===== config.mk =====
export PLATFORM = sky130hd
export DESIGN_NAME = collatz_engine
export DESIGN_NICKNAME = d
export VERILOG_FILES = /design/src/rtl/collatz_engine.sv
export SDC_FILE = /design/constraint.sdc
export NUM_CORES = 1
export LEC_CHECK = 0
export CAP_MARGIN = 15
export CELL_PAD_IN_SITES_DETAIL_PLACEMENT = 1
export CELL_PAD_IN_SITES_GLOBAL_PLACEMENT = 2
export CORE_ASPECT_RATIO = 1.4
export CORE_MARGIN = 8
export CORE_UTILIZATION = 34
export CTS_CLUSTER_DIAMETER = 50
export DETAILED_ROUTE_END_ITERATION = 10
export GPL_ROUTABILITY_DRIVEN = 0
export GPL_TIMING_DRIVEN = 1
export PLACE_DENSITY_LB_ADDON = 0.1
export SETUP_SLACK_MARGIN = 0.3
export SLEW_MARGIN = 20
export SYNTH_ARGS = -nofsm -noshare
export SYNTH_HDL_FRONTEND = slang
export SYNTH_SLANG_ARGS = --single-unit

===== constraint.sdc =====
create_clock -name clk -period 6.57 [get_ports clk]
set_clock_uncertainty 0.15 [all_clocks]
set_input_delay 1.314 -clock clk [delete_from_list [all_inputs] [get_ports clk]]
set_output_delay 1.314 -clock clk [all_outputs]
set_load 0.02 [all_outputs]

===== src/rtl/collatz_engine.sv =====
// collatz_engine: sequential Collatz evaluator with a start/busy/done handshake.
// One Collatz step per clock. The engine reports the stopping time, the peak
// value reached, and flags that say why a run ended: overflow, timeout or
// invalid input. Every output is registered.
//
// state | meaning
// ------+------------------------------------------------------------------
// IDLE  | waiting for start; results and flags hold the last run's values
// RUN   | stepping cur once per clock until it reaches 1, overflows or times out

module collatz_engine #(
    parameter int WIDTH = 8,
    parameter int CNT_W = 8
) (
    input  logic             clk,
    input  logic             rst,
    input  logic             start,
    input  logic [WIDTH-1:0] n,
    output logic             busy,
    output logic             done,
    output logic [CNT_W-1:0] steps,
    output logic [WIDTH-1:0] peak,
    output logic [WIDTH-1:0] cur,
    output logic             overflow,
    output logic             timeout,
    output logic             invalid
);

    typedef enum logic {
        IDLE = 1'b0,
        RUN  = 1'b1
    } state_t;

    localparam logic [WIDTH+1:0] ONE_EXT  = {{(WIDTH + 1){1'b0}}, 1'b1};
    localparam logic [WIDTH-1:0] ONE_VAL  = {{(WIDTH - 1){1'b0}}, 1'b1};
    localparam logic [CNT_W-1:0] STEP_ONE = {{(CNT_W - 1){1'b0}}, 1'b1};
    localparam logic [CNT_W-1:0] STEP_MAX = '1;

    state_t           state;
    logic [WIDTH+1:0] cur_ext;
    logic [WIDTH+1:0] triple;
    logic             triple_ovf;
    logic [WIDTH-1:0] next_val;
    logic             at_one;
    logic             at_limit;

    // Next Collatz value. 3*cur+1 is formed two bits wider than cur, so any
    // carry into the top two bits means the odd step cannot be represented.
    always_comb begin
        cur_ext    = {2'b00, cur};
        triple     = (cur_ext << 1) + cur_ext + ONE_EXT;
        triple_ovf = |triple[WIDTH+1:WIDTH];
        next_val   = cur[0] ? triple[WIDTH-1:0] : (cur >> 1);
        at_one     = (cur == ONE_VAL);
        at_limit   = (steps == STEP_MAX);
    end

    // Control FSM and result registers. busy mirrors RUN; done is a one-cycle
    // pulse. Termination conditions are checked in order: reached 1, step
    // counter exhausted, odd step would overflow. The early exits leave cur,
    // peak and steps untouched so they describe the last legal state.
    always_ff @(posedge clk or posedge rst) begin
        if (rst) begin
            state    <= IDLE;
            busy     <= 1'b0;
            done     <= 1'b0;
            steps    <= '0;
            peak     <= '0;
            cur      <= '0;
            overflow <= 1'b0;
            timeout  <= 1'b0;
            invalid  <= 1'b0;
        end else begin
            done <= 1'b0;
            case (state)
                IDLE: begin
                    if (start) begin
                        steps    <= '0;
                        overflow <= 1'b0;
                        timeout  <= 1'b0;
                        if (n == '0) begin
                            // Zero never reaches 1; finish at once without entering RUN.
                            cur     <= '0;
                            peak    <= '0;
                            invalid <= 1'b1;
                            done    <= 1'b1;
                        end else begin
                            cur     <= n;
                            peak    <= n;
                            invalid <= 1'b0;
                            busy    <= 1'b1;
                            state   <= RUN;
                        end
                    end
                end
                RUN: begin
                    if (at_one) begin
                        done  <= 1'b1;
                        busy  <= 1'b0;
                        state <= IDLE;
                    end else if (at_limit) begin
                        timeout <= 1'b1;
                        done    <= 1'b1;
                        busy    <= 1'b0;
                        state   <= IDLE;
                    end else if (cur[0] && triple_ovf) begin
                        overflow <= 1'b1;
                        done     <= 1'b1;
                        busy     <= 1'b0;
                        state    <= IDLE;
                    end else begin
                        cur   <= next_val;
                        steps <= steps + STEP_ONE;
                        if (next_val > peak) begin
                            peak <= next_val;
                        end
                    end
                end
                default: begin
                    busy  <= 1'b0;
                    state <= IDLE;
                end
            endcase
        end
    end

endmodule


After elaboration in Yosys (flattened, before gate mapping)

Index checks and enable logic that the tools add are counted.

Register bits: 30
Input bits: 11
Output and inout port bits: 29

Equal/unequal tests: 11
Bitwise operators: 1
$lt $le $gt $ge: 1
Reductions and logical operators: 9
Multiplexer cells: 43
$add $sub $neg: 3

Operator list:

| cell                    | number |
|---|---|
| $mux W8                 | 14 |
| $pmux W8 S2             | 3 |
| $mux W1                 | 21 |
| $add A10 B1 Y10 const B | 1 |
| $add A9 B8 Y10          | 1 |
| $ne A2 B2 Y1 const B    | 5 |
| $pmux W1 S2             | 5 |
| $add A8 B1 Y8 const B   | 1 |
| $eq A8 B1 Y1 const B    | 1 |
| $eq A8 B8 Y1 const B    | 1 |
| $gt A8 B8 Y1            | 1 |
| $logic_not A8 Y1        | 1 |
| $reduce_and A4 Y1       | 2 |
| $ne A2 B1 Y1 const B    | 3 |
| $reduce_and A3 Y1       | 2 |
| $reduce_and A5 Y1       | 1 |
| $ne A4 B1 Y1 const B    | 1 |
| $reduce_and A2 Y1       | 1 |
| $reduce_or A2 Y1        | 1 |
| $logic_and A1 B1 Y1     | 1 |
| $not A1 Y1              | 1 |

Logic depth before layout (Yosys ltp)

Gate-level depths: netlist of the first run.

Word-level depth: 9
Gate-level depth with buffers: 17

Worst setup path before layout of the first run

Ideal clock, no wire load.

Path type: register -> register
From: register cur[0]
To: register peak[0]
Stages on the path, launching flop included: 18
Buffers on the path: 1
Data arrival time: 3.433 ns
Setup time: 0.125 ns
Path slack: 2.862 ns
Cells stage by stage: dfrtp_1 > clkbuf_1 > inv_1 > ha_1 > nand2b_1 > a21oi_1 > o21a_1 > nor2_1 > xnor2_1 > nand2_1 > o21ai_0 > ha_1 > a21oi_1 > o21ai_0 > o22ai_1 > o21ai_0 > o21ai_2 > mux2_2

Word-level cells in the longest chain between the ends: 8
Elaborated cells on any way between the ends: 16
Classes of those cells: add/sub: 2; order compare: 1; eq/ne: 4; mux: 6; reduce/logical: 3

Ends and longest elaborated chain:

| item                                                                   | line | source |
|---|---|---|
| start, declared                                                        | 23   | `output logic [WIDTH-1:0] cur,` |
| start signal, assigned                                                 | 88   | `cur <= n;` |
| start signal, assigned                                                 | 112  | `cur <= next_val;` |
| parallel branches: the longest is 8 deep, another holds $add A9 B8 Y10 | -    |  |
| end signal, assigned                                                   | 89   | `peak <= n;` |
| end signal, assigned                                                   | 115  | `peak <= next_val;` |
| end, declared                                                          | 22   | `output logic [WIDTH-1:0] peak,` |

Parallel ways; which one is timed is not known. The select of a mux whose other input is x is not followed.
A chain may end at the register's enable or synchronous reset.

Worst setup path in the final report of the first run

From: register cur[0]
To: register peak[6]

The elaborated chain is that of the path after synthesis.

==> results of run 1 <==
## worst min-delay path by stage
stage	from	slack, ns	cells past startpoint	to
2_1_floorplan	state$_DFF_PP0_	0.42	2	state$_DFF_PP0_
3_3_place_gp	invalid$_DFFE_PP0P_	0.31	1	invalid$_DFFE_PP0P_
3_5_place_dp	invalid$_DFFE_PP0P_	0.32	1	invalid$_DFFE_PP0P_
4_1_cts	invalid$_DFFE_PP0P_	0.33	1	invalid$_DFFE_PP0P_
5_1_grt	invalid$_DFFE_PP0P_	0.35	1	invalid$_DFFE_PP0P_
6_report	invalid$_DFFE_PP0P_	0.33	1	invalid$_DFFE_PP0P_
## through the flow
stage	hold slack (ns)	instances
after detailed placement	0.3189	346
after global placement	0.3128	346
after global routing	0.3489	354
after CTS	0.3348	354
after floorplan	0.4242	241
final	0.3279	354
## cell usage in the layout (no fill, tap or decap), types with 2 or more instances in the layout
cell             synthesis  routed
clkdlybuf4s50_1          0      39
dfrtp_1                 30      30
nand2_1                 26      26
nor2_1                  24      24
ha_1                    23      23
inv_1                   21      21
o21ai_0                 14      14
a21oi_1                 14      14
mux2_2                  12      12
mux2i_1                  7       7
nand3_1                  6       6
clkbuf_8                 0       6
a22o_1                   5       5
xnor2_1                  4       4
o31ai_1                  4       4
nor2b_1                  4       4
and3_1                   4       4
o21ai_1                  4       4
o21a_1                   3       3
a31oi_1                  3       3
nand4_1                  3       3
a21o_1                   3       3
o211ai_1                 2       2
nor3_1                   2       2
nor4_1                   2       2
## metal layers
metal	global-route usage (%)	vias to the layer above	wire, um
met3	2.794	6	133
met5	0	-	0
met1	15.64	948	2742
met2	28.47	18	3572
li1	-	928	-
met4	4.534	0	80
## cell type report
cell class / instances / share of cell area [%]
clock inverter: 1 / 0.1849
tap: 72 / 3.329
inverter: 21 / 2.913
sequential: 30 / 27.74
clock buffer: 7 / 3.190
timing repair buffer: 40 / 14.70
multi-input combinational: 183 / 47.94
## worst max-delay path, delay by kind of cell (launching register included)
family                     cells  cell delay (ns)
AOI/OAI and AO/OA              8             1.54
DFF                            1             0.83
adders and majority gates      2             0.63
muxes                          1             0.40
and+or+nand+nor                3             0.27
buffers and inverters          1             0.26
xor gates and xnor gates       1             0.20
## kinds of logic after synthesis
group | Yosys count | synth area share, %
and+or+nand+nor | 74 | 15.22
DFF | 30 | 34.72
adders and majority gates | 24 | 14.24
muxes | 19 | 9.491
xor gates and xnor gates | 4 | 1.620
AOI/OAI and AO/OA | 62 | 19.45
buffers and inverters | 28 | 5.266
## Yosys cell counts, drive strengths merged
master	number	area, um^2
a31oi	3	18.77
mux2i	7	70.07
a41o	1	10.01
nor2	24	90.09
a311oi	1	26.28
nand4	3	18.77
nand3	6	30.03
o31ai	4	30.03
xnor2	4	35.03
nor3	2	10.01
a21o	3	22.52
nand2b	1	6.260
nor2b	4	25.02
clkbuf	5	18.77
o311ai	1	8.760
or2	1	6.260
a2111o	1	11.26
o22ai	1	6.260
dfrtp	30	750.7
o211ai	2	15.01
a21oi	15	78.83
or4	1	7.510
mux2	12	135.1
ha	23	287.8
nand2	26	97.59
o2111a	1	11.26
inv	21	78.83
a2bb2oi	1	8.760
o21ai	19	98.85
nor4	2	12.51
fa	1	20.02
o21a	3	22.52
a21boi	1	7.510
and3	4	25.02
a22o	5	43.79
buf	2	16.26
## flip-flops by register name, summed over array words and instances, names as in the netlist
register and cells:
overflow 1, state 1, peak 8, invalid 1
cur 8, timeout 1, done 1, busy 1
steps 8
==> run metrics, run 1 <==
Pre-antenna DRT Iters 4; number of remaining DRC errors 0; Buffers on Ports 39; Worst R2R Path Depth 16; root buffer cell clkbuf_8; # IOs 40; Worst-path clk slew 0.07 ns; most used cell, CP o21ai_0; initial drt markers 48; Slew Limit Fails 0; r2r endpoint peak[6]$_DFFE_PP0P_; setup TNS 0 ns; max-cap viol count 0; status finished clean; Starting Density 35.05%; Critical Path Start Type register; die area 9203 um^2; Tot GR Track Use 14.68%; Vias per Instance 5.367; Final setup viols 0; Worst setup EP type register; clk_lat worst skew 0.28 ns; Area Growth Syn to Fin 25.17%; RSZ-0062 raised after global routing false; net count after synthesis 276; Slew @ Worst Pin 0.9579 ns; Max Clock Freq 228.2 MHz; row count 34; Seq/Total Area, Yosys 34.72%; Antenna diodes 0; HP Class reg2reg; arrival time worst endpoint 4.40 ns; Yosys cell types 40; Avg Inst Size Synth 8.971 um^2; CTS tree yes; die height 110.4 um; H-tree levels 2; CP startpoint cur[0]$_DFFE_PP0P_; CTS-repair resized insts 0; final hold vios 0; R2R Setup Slk 2.19 ns; CP Class reg2reg; crit path cell chain inv_1 -> ha_1 -> nand2b_1 -> a21oi_1 -> o21a_1 -> nor2_1 -> xnor2_1 -> nand2_1 -> o21ai_0 -> ha_1 -> a21oi_1 -> o21ai_0 -> o22ai_1 -> o21ai_0 -> o21ai_2 -> mux2_2; final instance area 2706 um^2; largest net degree at the start of global routing 31; filler cell count in the final layout 736; Critical R2R Launch cur[0]$_DFFE_PP0P_; slowest stage delay, CP 0.83 ns; Post-DP HPWL 5.070 mm; Post-Route WL 6.528 mm; worst relative slew slack 36.14%; ANT nets after route 0; Post-CTS Setup Inserts 0; Longest Clk Path Bufs 2; clock sink count 30; crit path to peak[6]$_DFFE_PP0P_; hold buffers post-CTS 0; initial antenna violation count 0; Final period util 66.69%; vias in the first global route 2133; post-place setup slack 2.230 ns; share of cells above drive strength 1 8.511%; die width 83.40 um; synth warn 0; gr ovfl total 0; number of synthesized register bits 30; Period minus WS final 4.382 ns; CP max-delay cell dfrtp_1; first-pass GRT wire length 10.89 mm; Data required, critical path 6.59 ns; post-synthesis cell count 241; area of the multi-input gates 1297 um^2; area occupied by registers 750.7 um^2; per-cell routed wire length 18.44 um; total CTS buffers 5; Worst Slack Setup Final 2.188 ns; Final Util 43.87%; core area 6168 um^2; Post-layout nets 316; routed via count 1900; worst-path fanout max 24; Post-Syn Area 2162 um^2; Area after DPL 2615 um^2
Power of run 1 is left out: the tool's default activity adds up to more than one toggle a clock period on the data nets, which glitch-free logic cannot reach.
==> run 2: changes to the inputs <==
CORE_UTILIZATION = 29   (was 34)
clock period = 3.97 ns   (was 6.57 ns; I/O delays follow)
==> run metrics, run 2 (synthesis results as in run 1) <==
Area Growth Syn to Fin 33.45%; Tot GR Track Use 13.73% (-0.94 points); GR Util met3 2.427% (-0.37 points); CP Class reg2reg; final instance area 2885 um^2 (+6.6%); Starting Density 29.56% (-5.5 points); worst relative slew slack 59.12% (+23 points); initial antenna violation count 0 (unchanged); Period minus WS final 3.433 ns (-0.9488 ns); Post-DP HPWL 5.378 mm (+6.1%); worst-path fanout max 5 (-79%); setup TNS 0 ns (unchanged); Worst setup EP type register; Critical Path Start Type register; CTS tree yes; R2R Setup Slk 0.54 ns (-1.65 ns); Slew Limit Fails 0 (unchanged); routed via count 1946 (+2.4%); ANT nets after route 0 (unchanged); vias in the first global route 2180 (+2.2%); Data required, critical path 3.99 ns (-2.60 ns); arrival time worst endpoint 3.45 ns (-0.95 ns); Hold WS 0.3347 ns (+0.006855 ns); core area 7315 um^2 (+19%); initial drt markers 30 (-38%); first-pass GRT wire length 11.07 mm (+1.7%); M1 GR Usage 14.98% (-0.66 points); status finished clean; Max Clock Freq 291.3 MHz (+28%); Slew @ Worst Pin 0.6076 ns (-0.3503 ns); per-cell routed wire length 17.09 um (-7.3%); Buffers on Ports 39 (unchanged); commonest non-fill, non-tap cell in the layout clkdlybuf4s50_1; Final period util 86.47% (+20 points); Antenna diodes 0 (unchanged); HP Class reg2reg; RSZ-0062 raised after global routing false; clk_lat worst skew 0.28 ns (about the same); die height 118.2 um (+7.1%); total CTS buffers 5 (unchanged); H-tree levels 2 (unchanged); GRT Max-Usage Layer met2; root buffer cell clkbuf_8; clock sink count 30 (unchanged); largest net degree at the start of global routing 31 (unchanged); Vias per Instance 4.990 (-7.0%); Final setup viols 0 (unchanged); die area 10510 um^2 (+14%); row count 37 (+8.8%); grt met2 use 25.03% (-3.4 points); Worst-path clk slew 0.07 ns (about the same); Post-Route WL 6.667 mm (+2.1%); most frequent cells in the layout 39 x clkdlybuf4s50_1, 26 x nand2_1, 24 x dfrtp_1, 23 x nor2_1, 20 x ha_1; Post-layout nets 327 (+3.5%); die width 88.98 um (+6.7%); number of remaining DRC errors 0 (unchanged); hold buffers post-CTS 0 (unchanged); Area after DPL 2706 um^2 (+3.5%); biggest regs cur x8, peak x8, steps x8; share of cells above drive strength 1 18.09% (+9.6 points); max-cap viol count 0 (unchanged); # IOs 40 (unchanged); Pre-antenna DRT Iters 4 (unchanged); Longest Clk Path Bufs 2 (unchanged); final hold vios 0 (unchanged); gr ovfl total 0 (unchanged)
==> run 2: worst paths after layout <==
check                      cells after the start           startpoint             endpoint
setup / recovery                              15   cur[4]$_DFFE_PP0P_  peak[6]$_DFFE_PP0P_
hold / removal                                 1  invalid$_DFFE_PP0P_  invalid$_DFFE_PP0P_
setup reg to reg                              15   cur[4]$_DFFE_PP0P_  peak[6]$_DFFE_PP0P_
hold reg to reg                                1  invalid$_DFFE_PP0P_  invalid$_DFFE_PP0P_
max in group asynchronous                      3                  rst   cur[0]$_DFFE_PP0P_
min in group asynchronous                      3                  rst   cur[3]$_DFFE_PP0P_
==> run 2: what timing repair did <==
item	CTS	global route
gates resized for setup	2	21
setup buffers	0	3
pin swaps	0	3
gates cloned	0	0
setup endpoints to repair	6	8
==> run 2: layout make-up <==
type / count / area (um^2)
Tap cell: 97 / 121.4
Multi-Input combinational cell: 183 / 1355
Fill cell: 903 / 4429
Timing Repair Buffer: 51 / 480.5
Inverter: 21 / 78.83
Sequential cell: 30 / 758.2
Clock buffer: 7 / 86.33
Clock inverter: 1 / 5.005
==> run 2: through the flow <==
step | setup slack [ns] | util [%] | cells
after floorplan | 0.3795 | - | 241
after global placement | 0.3717 | 37.00 | 379
after detailed placement | 0.3077 | 37.00 | 379
after CTS | 0.3086 | 38.35 | 387
after global routing | 0.3147 | 39.45 | 390
final | 0.5371 | 39.45 | 390
==> run 2: worst max-delay path, stage by stage (launching register included) <==
cell and delay, ns:
dfrtp_2 0.45, inv_1 0.09, ha_2 0.32, and3_1 0.21, nor2_1 0.17, o21ai_0 0.19
xnor2_1 0.17, nor2_1 0.17, ha_1 0.29, nand4_1 0.16, a21oi_2 0.05, o22ai_2 0.16
o21ai_1 0.10, o21ai_2 0.15, buf_4 0.16, mux2_2 0.33
==> run 2: routing by layer <==
layer	wire, um	part of all wire, %	vias up
li1	-	-	955
met1	2746	41	958
met2	3663	55	23
met3	129	1.9	10
met4	128	1.9	0
met5	0	0	-
Power of run 2 is left out for the same reason.
